===== src/rtl/vga_timing_rx.sv =====
// VGA stream receiver: recovers pixel coordinates, measures line/frame geometry and
// tracks lock against expected timing. Define VGA_RX_CHECKSUM_EN to enable o_frame_sum.
module vga_timing_rx #(
    parameter int unsigned H_ACTIVE    = 640,
    parameter int unsigned V_ACTIVE    = 480,
    parameter int unsigned H_TOTAL     = 800,
    parameter int unsigned V_TOTAL     = 525,
    parameter int unsigned LOCK_FRAMES = 2
) (
    input  logic            i_clk_pixel,
    input  logic            i_rst_n,
    input  logic            i_hsync,
    input  logic            i_vsync,
    input  logic            i_blank,
    input  logic [2:0][7:0] i_data,
    output logic [2:0][7:0] o_data,
    output logic            o_active,
    output logic [9:0]      o_x_pos,
    output logic [9:0]      o_y_pos,
    output logic            o_line_start,
    output logic            o_frame_start,
    output logic [10:0]     o_h_total,
    output logic [9:0]      o_v_total,
    output logic            o_locked,
    output logic            o_err,
    output logic [15:0]     o_frame_sum
);

    localparam logic [1:0] StUnlocked = 2'd0;
    localparam logic [1:0] StCheck    = 2'd1;
    localparam logic [1:0] StLocked   = 2'd2;

    localparam logic [10:0] HTot      = 11'(H_TOTAL);
    localparam logic [10:0] HAct      = 11'(H_ACTIVE);
    localparam logic [10:0] TimeoutM1 = 11'(2 * H_TOTAL - 1);
    localparam logic [9:0]  VTot      = 10'(V_TOTAL);
    localparam logic [9:0]  VAct      = 10'(V_ACTIVE);
    localparam logic [7:0]  LockN     = 8'(LOCK_FRAMES);

    logic            hs1_q, vs1_q, bl1_q, hs2_q, vs2_q, bl2_q;
    logic [2:0][7:0] data1_q, data_q, data_d;
    logic            active_q, active_d, line_start_q, line_start_d;
    logic            frame_start_q, frame_start_d, first_line_q, first_line_d;
    logic [9:0]      x_q, x_d, y_q, y_d;
    logic [10:0]     h_cnt_q, h_cnt_d, h_total_q, h_total_d, h_inc;
    logic [10:0]     line_act_q, line_act_d, line_eff;
    logic [9:0]      v_cnt_q, v_cnt_d, v_total_q, v_total_d, v_eff;
    logic [9:0]      act_lines_q, act_lines_d, act_lines_eff;
    logic            frame_ok_q, frame_ok_d, frame_ok_eff, seen_v_q, seen_v_d;
    logic [1:0]      state_q, state_d;
    logic [7:0]      gcnt_q, gcnt_d;
    logic            locked_q, locked_d, err_q, err_d;
    logic            h_fall, v_fall, act1, act_rise, line_bad, frame_good, timeout;

    assign h_fall   = hs2_q & ~hs1_q;
    assign v_fall   = vs2_q & ~vs1_q;
    assign act1     = ~bl1_q;
    assign act_rise = act1 & bl2_q;

    always_comb begin
        data_d        = data1_q;
        active_d      = act1;
        line_start_d  = act_rise;
        frame_start_d = act_rise & (first_line_q | v_fall);

        x_d = x_q;
        if (act1) begin
            x_d = bl2_q ? 10'd0 : ((x_q == 10'h3FF) ? x_q : x_q + 10'd1);
        end

        first_line_d = first_line_q | v_fall;
        y_d          = y_q;
        if (act_rise) begin
            y_d          = first_line_d ? 10'd0 : ((y_q == 10'h3FF) ? y_q : y_q + 10'd1);
            first_line_d = 1'b0;
        end

        h_inc     = (h_cnt_q == 11'h7FF) ? h_cnt_q : h_cnt_q + 11'd1;
        h_cnt_d   = h_fall ? 11'd0 : h_inc;
        h_total_d = h_fall ? h_inc : h_total_q;
        timeout   = !h_fall && (h_cnt_q == TimeoutM1);

        // The clock on which hsync falls still belongs to the line that is ending.
        line_eff   = (act1 && line_act_q != 11'h7FF) ? line_act_q + 11'd1 : line_act_q;
        line_act_d = h_fall ? 11'd0 : line_eff;
        line_bad   = h_fall && ((h_inc != HTot) || (line_eff != 11'd0 && line_eff != HAct));

        v_eff     = (h_fall && v_cnt_q != 10'h3FF) ? v_cnt_q + 10'd1 : v_cnt_q;
        v_cnt_d   = v_fall ? 10'd0 : v_eff;
        v_total_d = v_fall ? v_eff : v_total_q;

        act_lines_eff = (act_rise && act_lines_q != 10'h3FF) ? act_lines_q + 10'd1 : act_lines_q;
        act_lines_d   = v_fall ? 10'd0 : act_lines_eff;

        frame_ok_eff = frame_ok_q & ~line_bad;
        frame_ok_d   = v_fall | frame_ok_eff;
        seen_v_d     = seen_v_q | v_fall;
        frame_good   = frame_ok_eff && (v_eff == VTot) && (act_lines_eff == VAct) && seen_v_q;

        state_d = state_q;
        gcnt_d  = gcnt_q;
        err_d   = 1'b0;
        if (timeout || (v_fall && !frame_good)) begin
            err_d   = (state_q == StLocked);
            state_d = StUnlocked;
            gcnt_d  = 8'd0;
        end else if (v_fall) begin
            case (state_q)
                StUnlocked, StCheck: begin
                    gcnt_d  = gcnt_q + 8'd1;
                    state_d = (gcnt_d >= LockN) ? StLocked : StCheck;
                end
                StLocked: state_d = StLocked;
                default: begin
                    state_d = StUnlocked;
                    gcnt_d  = 8'd0;
                end
            endcase
        end
        locked_d = (state_d == StLocked);
    end

    always_ff @(posedge i_clk_pixel or negedge i_rst_n) begin
        if (!i_rst_n) begin
            hs1_q         <= 1'b1;
            vs1_q         <= 1'b1;
            bl1_q         <= 1'b1;
            hs2_q         <= 1'b1;
            vs2_q         <= 1'b1;
            bl2_q         <= 1'b1;
            data1_q       <= '0;
            data_q        <= '0;
            active_q      <= 1'b0;
            line_start_q  <= 1'b0;
            frame_start_q <= 1'b0;
            first_line_q  <= 1'b0;
            x_q           <= '0;
            y_q           <= '0;
            h_cnt_q       <= '0;
            h_total_q     <= '0;
            line_act_q    <= '0;
            v_cnt_q       <= '0;
            v_total_q     <= '0;
            act_lines_q   <= '0;
            frame_ok_q    <= 1'b0;
            seen_v_q      <= 1'b0;
            state_q       <= StUnlocked;
            gcnt_q        <= '0;
            locked_q      <= 1'b0;
            err_q         <= 1'b0;
        end else begin
            hs1_q         <= i_hsync;
            vs1_q         <= i_vsync;
            bl1_q         <= i_blank;
            hs2_q         <= hs1_q;
            vs2_q         <= vs1_q;
            bl2_q         <= bl1_q;
            data1_q       <= i_data;
            data_q        <= data_d;
            active_q      <= active_d;
            line_start_q  <= line_start_d;
            frame_start_q <= frame_start_d;
            first_line_q  <= first_line_d;
            x_q           <= x_d;
            y_q           <= y_d;
            h_cnt_q       <= h_cnt_d;
            h_total_q     <= h_total_d;
            line_act_q    <= line_act_d;
            v_cnt_q       <= v_cnt_d;
            v_total_q     <= v_total_d;
            act_lines_q   <= act_lines_d;
            frame_ok_q    <= frame_ok_d;
            seen_v_q      <= seen_v_d;
            state_q       <= state_d;
            gcnt_q        <= gcnt_d;
            locked_q      <= locked_d;
            err_q         <= err_d;
        end
    end

`ifdef VGA_RX_CHECKSUM_EN
    logic [15:0] acc_q, acc_d, acc_eff, frame_sum_q, frame_sum_d;

    always_comb begin
        acc_eff     = acc_q;
        if (act1) begin
            acc_eff = acc_q + {8'd0, data1_q[2]} + {8'd0, data1_q[1]} + {8'd0, data1_q[0]};
        end
        acc_d       = v_fall ? 16'd0 : acc_eff;
        frame_sum_d = v_fall ? acc_eff : frame_sum_q;
    end

    always_ff @(posedge i_clk_pixel or negedge i_rst_n) begin
        if (!i_rst_n) begin
            acc_q       <= '0;
            frame_sum_q <= '0;
        end else begin
            acc_q       <= acc_d;
            frame_sum_q <= frame_sum_d;
        end
    end

    assign o_frame_sum = frame_sum_q;
`else
    assign o_frame_sum = 16'd0;
`endif

    assign o_data        = data_q;
    assign o_active      = active_q;
    assign o_x_pos       = x_q;
    assign o_y_pos       = y_q;
    assign o_line_start  = line_start_q;
    assign o_frame_start = frame_start_q;
    assign o_h_total     = h_total_q;
    assign o_v_total     = v_total_q;
    assign o_locked      = locked_q;
    assign o_err         = err_q;

endmodule


===== config.mk =====
export PLATFORM = sky130hd
export DESIGN_NAME = vga_timing_rx
export DESIGN_NICKNAME = d
export VERILOG_FILES = /design/src/rtl/vga_timing_rx.sv
export SDC_FILE = /design/constraint.sdc
export NUM_CORES = 1
export LEC_CHECK = 0
export ABC_AREA = 1
export BUFFER_PORTS_ARGS = -buffer_cell sky130_fd_sc_hd__buf_2
export CAP_MARGIN = 0
export CORE_MARGIN = 2
export CORE_UTILIZATION = 55
export DETAILED_ROUTE_END_ITERATION = 8
export PLACE_DENSITY = 0.83
export SLEW_MARGIN = 20
export SYNTH_ARGS = -nofsm -noshare
export SYNTH_HDL_FRONTEND = slang
export SYNTH_SLANG_ARGS = --single-unit

===== constraint.sdc =====
create_clock -name i_clk_pixel -period 5.2 [get_ports i_clk_pixel]
set_clock_uncertainty 0.15 [all_clocks]
set_input_delay 0.52 -clock i_clk_pixel [delete_from_list [all_inputs] [get_ports i_clk_pixel]]
set_output_delay 0.52 -clock i_clk_pixel [all_outputs]
set_load 0.01 [all_outputs]

==> flow_metrics.py <==
metrics = {
    "yosys": {
        "ys_top_cells_by_count": "163 x nand2_1, 149 x dfrtp_1, 102 x inv_1",
        "yosysMostFrequentCell": "nand2_1",
        "yosysUniqueCellTypes": 38,
        "synth_edf_count": 0,
        "ys.flop_type": "dfrtp_1",
        "syn_avg_cell_area_um2": 8.93,
        "synth_seq_cells": 155,
        "synth_top_area_cell": "dfrtp_1",
        "ys_top_cells_by_area": "dfrtp_1 53%, nand2_1 8.8%, inv_1 5.5%",
        "synth_area_mm2": 0.00697,
        "ys_seq_area_frac": 0.558,
        "yosysWarningCount": 0,
        "synth_cells": 781,
        "synth.top_cell.area_share": 0.535,
        "postSynth.asyncResetShare": 1.00,
    },
    "setup_path": {
        "critPathCaptureType": "flop",
        "worst_path_largest_cell_delay_ns": 0.56,
        "cp.required_ns": 5.40,
        "worstPathBufferInverterCount": 3,
        "crit_path_max_fanout": 36,
        "slowest_stage": "inv_2",
        "critPathArrivalTime_ns": 3.12,
        "crit_type": "flop to flop",
        "reg2reg_setup_slack_ns": 2.28,
        "cpLargestDelayFamily": "simple AND/OR/NAND/NOR gates",
        "critPathLaunchType": "flop",
        "path_cells": "nand2_1 -> inv_2 -> nand2_4 -> inv_2 -> nand3_1 -> nor2_1 -> xor2_1 -> nand3_1 -> nor2_1 -> nand3_2 -> nand2_4 -> inv_6 -> nor2_4",
    },
    "timing": {
        "setup-tns-final_ns": 0,
        "fin_hold_ws_ns": 0.0384,
        "final-setup-viol-count": 0,
        "tightestPinTransition_ns": 0.955,
        "slew_headroom": 0.363,
        "max_freq_mhz": 342,
        "finalCriticalPeriod_ns": 2.92,
        "grt_setup_unrepaired": "false",
        "hold_viol": 0,
        "finalCritPeriodShare": 0.562,
        "report.final.slew_viol_count": 0,
    },
    "outcome": {
        "status": "finished, final reports clean",
    },
    "clock_network": {
        "ctsHtreeMaxLevel": 4,
        "ctsLongestPathBuffers": 2,
        "cts_buffers": 17,
        "clock-sinks": 155,
        "cts_hold_buffers": 0,
        "cts-resized-gates": 0,
        "clock_latency_ns": 0.41,
        "cts_setup_buffers": 0,
        "clkTransAtPathRegs_ns": 0.06,
        "cts_tree": "yes",
        "clockRootBuffer": "clkbuf_16",
    },
    "power": {
        "max-vdd-ir-drop_mv": 0.233,
        "leakagePower_uw": 0.00410,
        "powerDensity_mw_per_mm2": 355,
        "finalPower_uw": 2900,
    },
    "routing": {
        "drc_errors": 0,
        "wire_per_inst_um": 12.4,
        "dr.pass1.iters": 4,
        "viasPerCell": 4.89,
        "drt_iter0_drc": 268,
        "ant_nets": 0,
        "drt-total-wl_um": 13300,
        "vias": 5242,
    },
    "place": {
        "io_buffers": 98,
        "hpwl_um": 9430,
        "gp_congestion": 0.901,
    },
    "die": {
        "fp.coreArea_mm2": 0.0125,
        "row_count": 41,
        "start_util": 0.557,
        "chipHeight_um": 117,
        "die_area_mm2": 0.0136,
        "die_w_um": 117,
        "num_io_pins": 115,
    },
    "global_route": {
        "grt-ovfl-total": 0,
        "antenna_found_initial": 0,
        "grt_max_degree": 108,
        "grt_pass1_wl_um": 22400,
        "grt_usage": 0.212,
        "grt_pass1_vias": 5028,
    },
    "finish": {
        "drive_above_1_share": 0.201,
        "fillCellCount": 1054,
        "layout.nets": 925,
        "num_antenna_cells": 0,
        "area_delta_synth_final_pct": 17.3,
    },
    "job": {
        "cap_violations": 0,
    },
    "worst_hold_path": {
        "hp-class": "input port to asynchronous set/reset pin",
    },
}
-- final timing paths --
| path | end | start | cells past startpoint |
|---|---|---|---|
| min in group i_clk_pixel | bl1_q | i_blank | 1 |
| worst min register to register | o_data[5] | data1_q[5] | 0 |
| worst max register to register | gcnt_q[7] | hs2_q | 13 |
| worst max-delay path | gcnt_q[7] | hs2_q | 13 |
| worst min-delay path | o_h_total[3] | i_rst_n | 1 |
| max in group asynchronous | data1_q[21] | i_rst_n | 2 |
-- metrics by stage --
step / util / std cells / area (um^2) / worst slack, ns
2_1_floorplan: - / 796 / 7030 / 3.06
3_3_place_gp: 0.606 / 1041 / 7580 / 2.43
3_5_place_dp: 0.606 / 1041 / 7580 / 2.30
4_1_cts: 0.653 / 1073 / 8170 / 2.24
5_1_grt: 0.653 / 1073 / 8170 / 2.03
6_report: 0.653 / 1073 / 8170 / 2.28
-- power by group --
part           total, uW  internal [uW]  switching [uW]
Sequential          1360           1290            62.3
Clock               1210            693             518
Combinational        331            118             213
-- registers in the layout, summed over array words and instances, names as in the netlist, 2 cells and up --
register / cells
data1_q: 24
o_data: 24
h_cnt_q: 11
line_act_q: 11
o_h_total: 11
act_lines_q: 10
o_v_total: 10
o_x_pos: 10
o_y_pos: 10
v_cnt_q: 10
gcnt_q: 8
state_q: 2
-- routing by layer --
layer  share of wire  vias up  GRT usage
met4           0.010        0     0.0855
met5               0        -          0
met2            0.48      136      0.339
met1            0.45     2469      0.269
li1                -     2626          -
met3           0.067       11     0.0690
-- placed cells by master, fill, tap and decap left out, drive strengths merged --
cell type / instances
nor3b: 4
o21bai: 1
inv: 122
a21oi: 16
ha: 8
dfstp: 6
xnor2: 6
nand3b: 7
a21o: 1
conb: 16
o21ai: 44
clkbuf: 18
and2: 2
nor2: 118
nand2: 170
or2: 1
bufinv: 1
nand4: 15
a31oi: 6
o21a: 1
clkinv: 4
o22ai: 7
buf: 100
nand3: 48
dfrtp: 149
nor3: 11
xor2: 19
-- cells by family after synthesis --
| kind of cell | share of synthesized area |
|---|---|
| and+or+nand+nor | 0.252 |
| DFF | 0.558 |
| buffers and inverters | 0.0860 |
| AOI/OAI and AO/OA | 0.0585 |
| xor gates and xnor gates | 0.0314 |
| adders and majority gates | 0.0144 |
| other | 0.000538 |
-- worst register-to-register path, cell delays in order (launching register included) --
cell	delay [ns]
dfstp_2	0.51
nand2_1	0.25
inv_2	0.56
nand2_4	0.15
inv_2	0.14
nand3_1	0.11
nor2_1	0.14
xor2_1	0.21
nand3_1	0.11
nor2_1	0.14
nand3_2	0.10
nand2_4	0.10
inv_6	0.09
nor2_4	0.08
-- area by class of cell --
cell class,instances,area (um^2),share of cell area
timing repair buffer,100,512,0.0626
sequential,155,3890,0.475
clock buffer,18,439,0.0537
inverter,113,429,0.0525
clock inverter,14,151,0.0185
tap,172,215,0.0263
multi-input combinational,501,2540,0.311
Note: power is estimated with default switching activity, not from simulation.
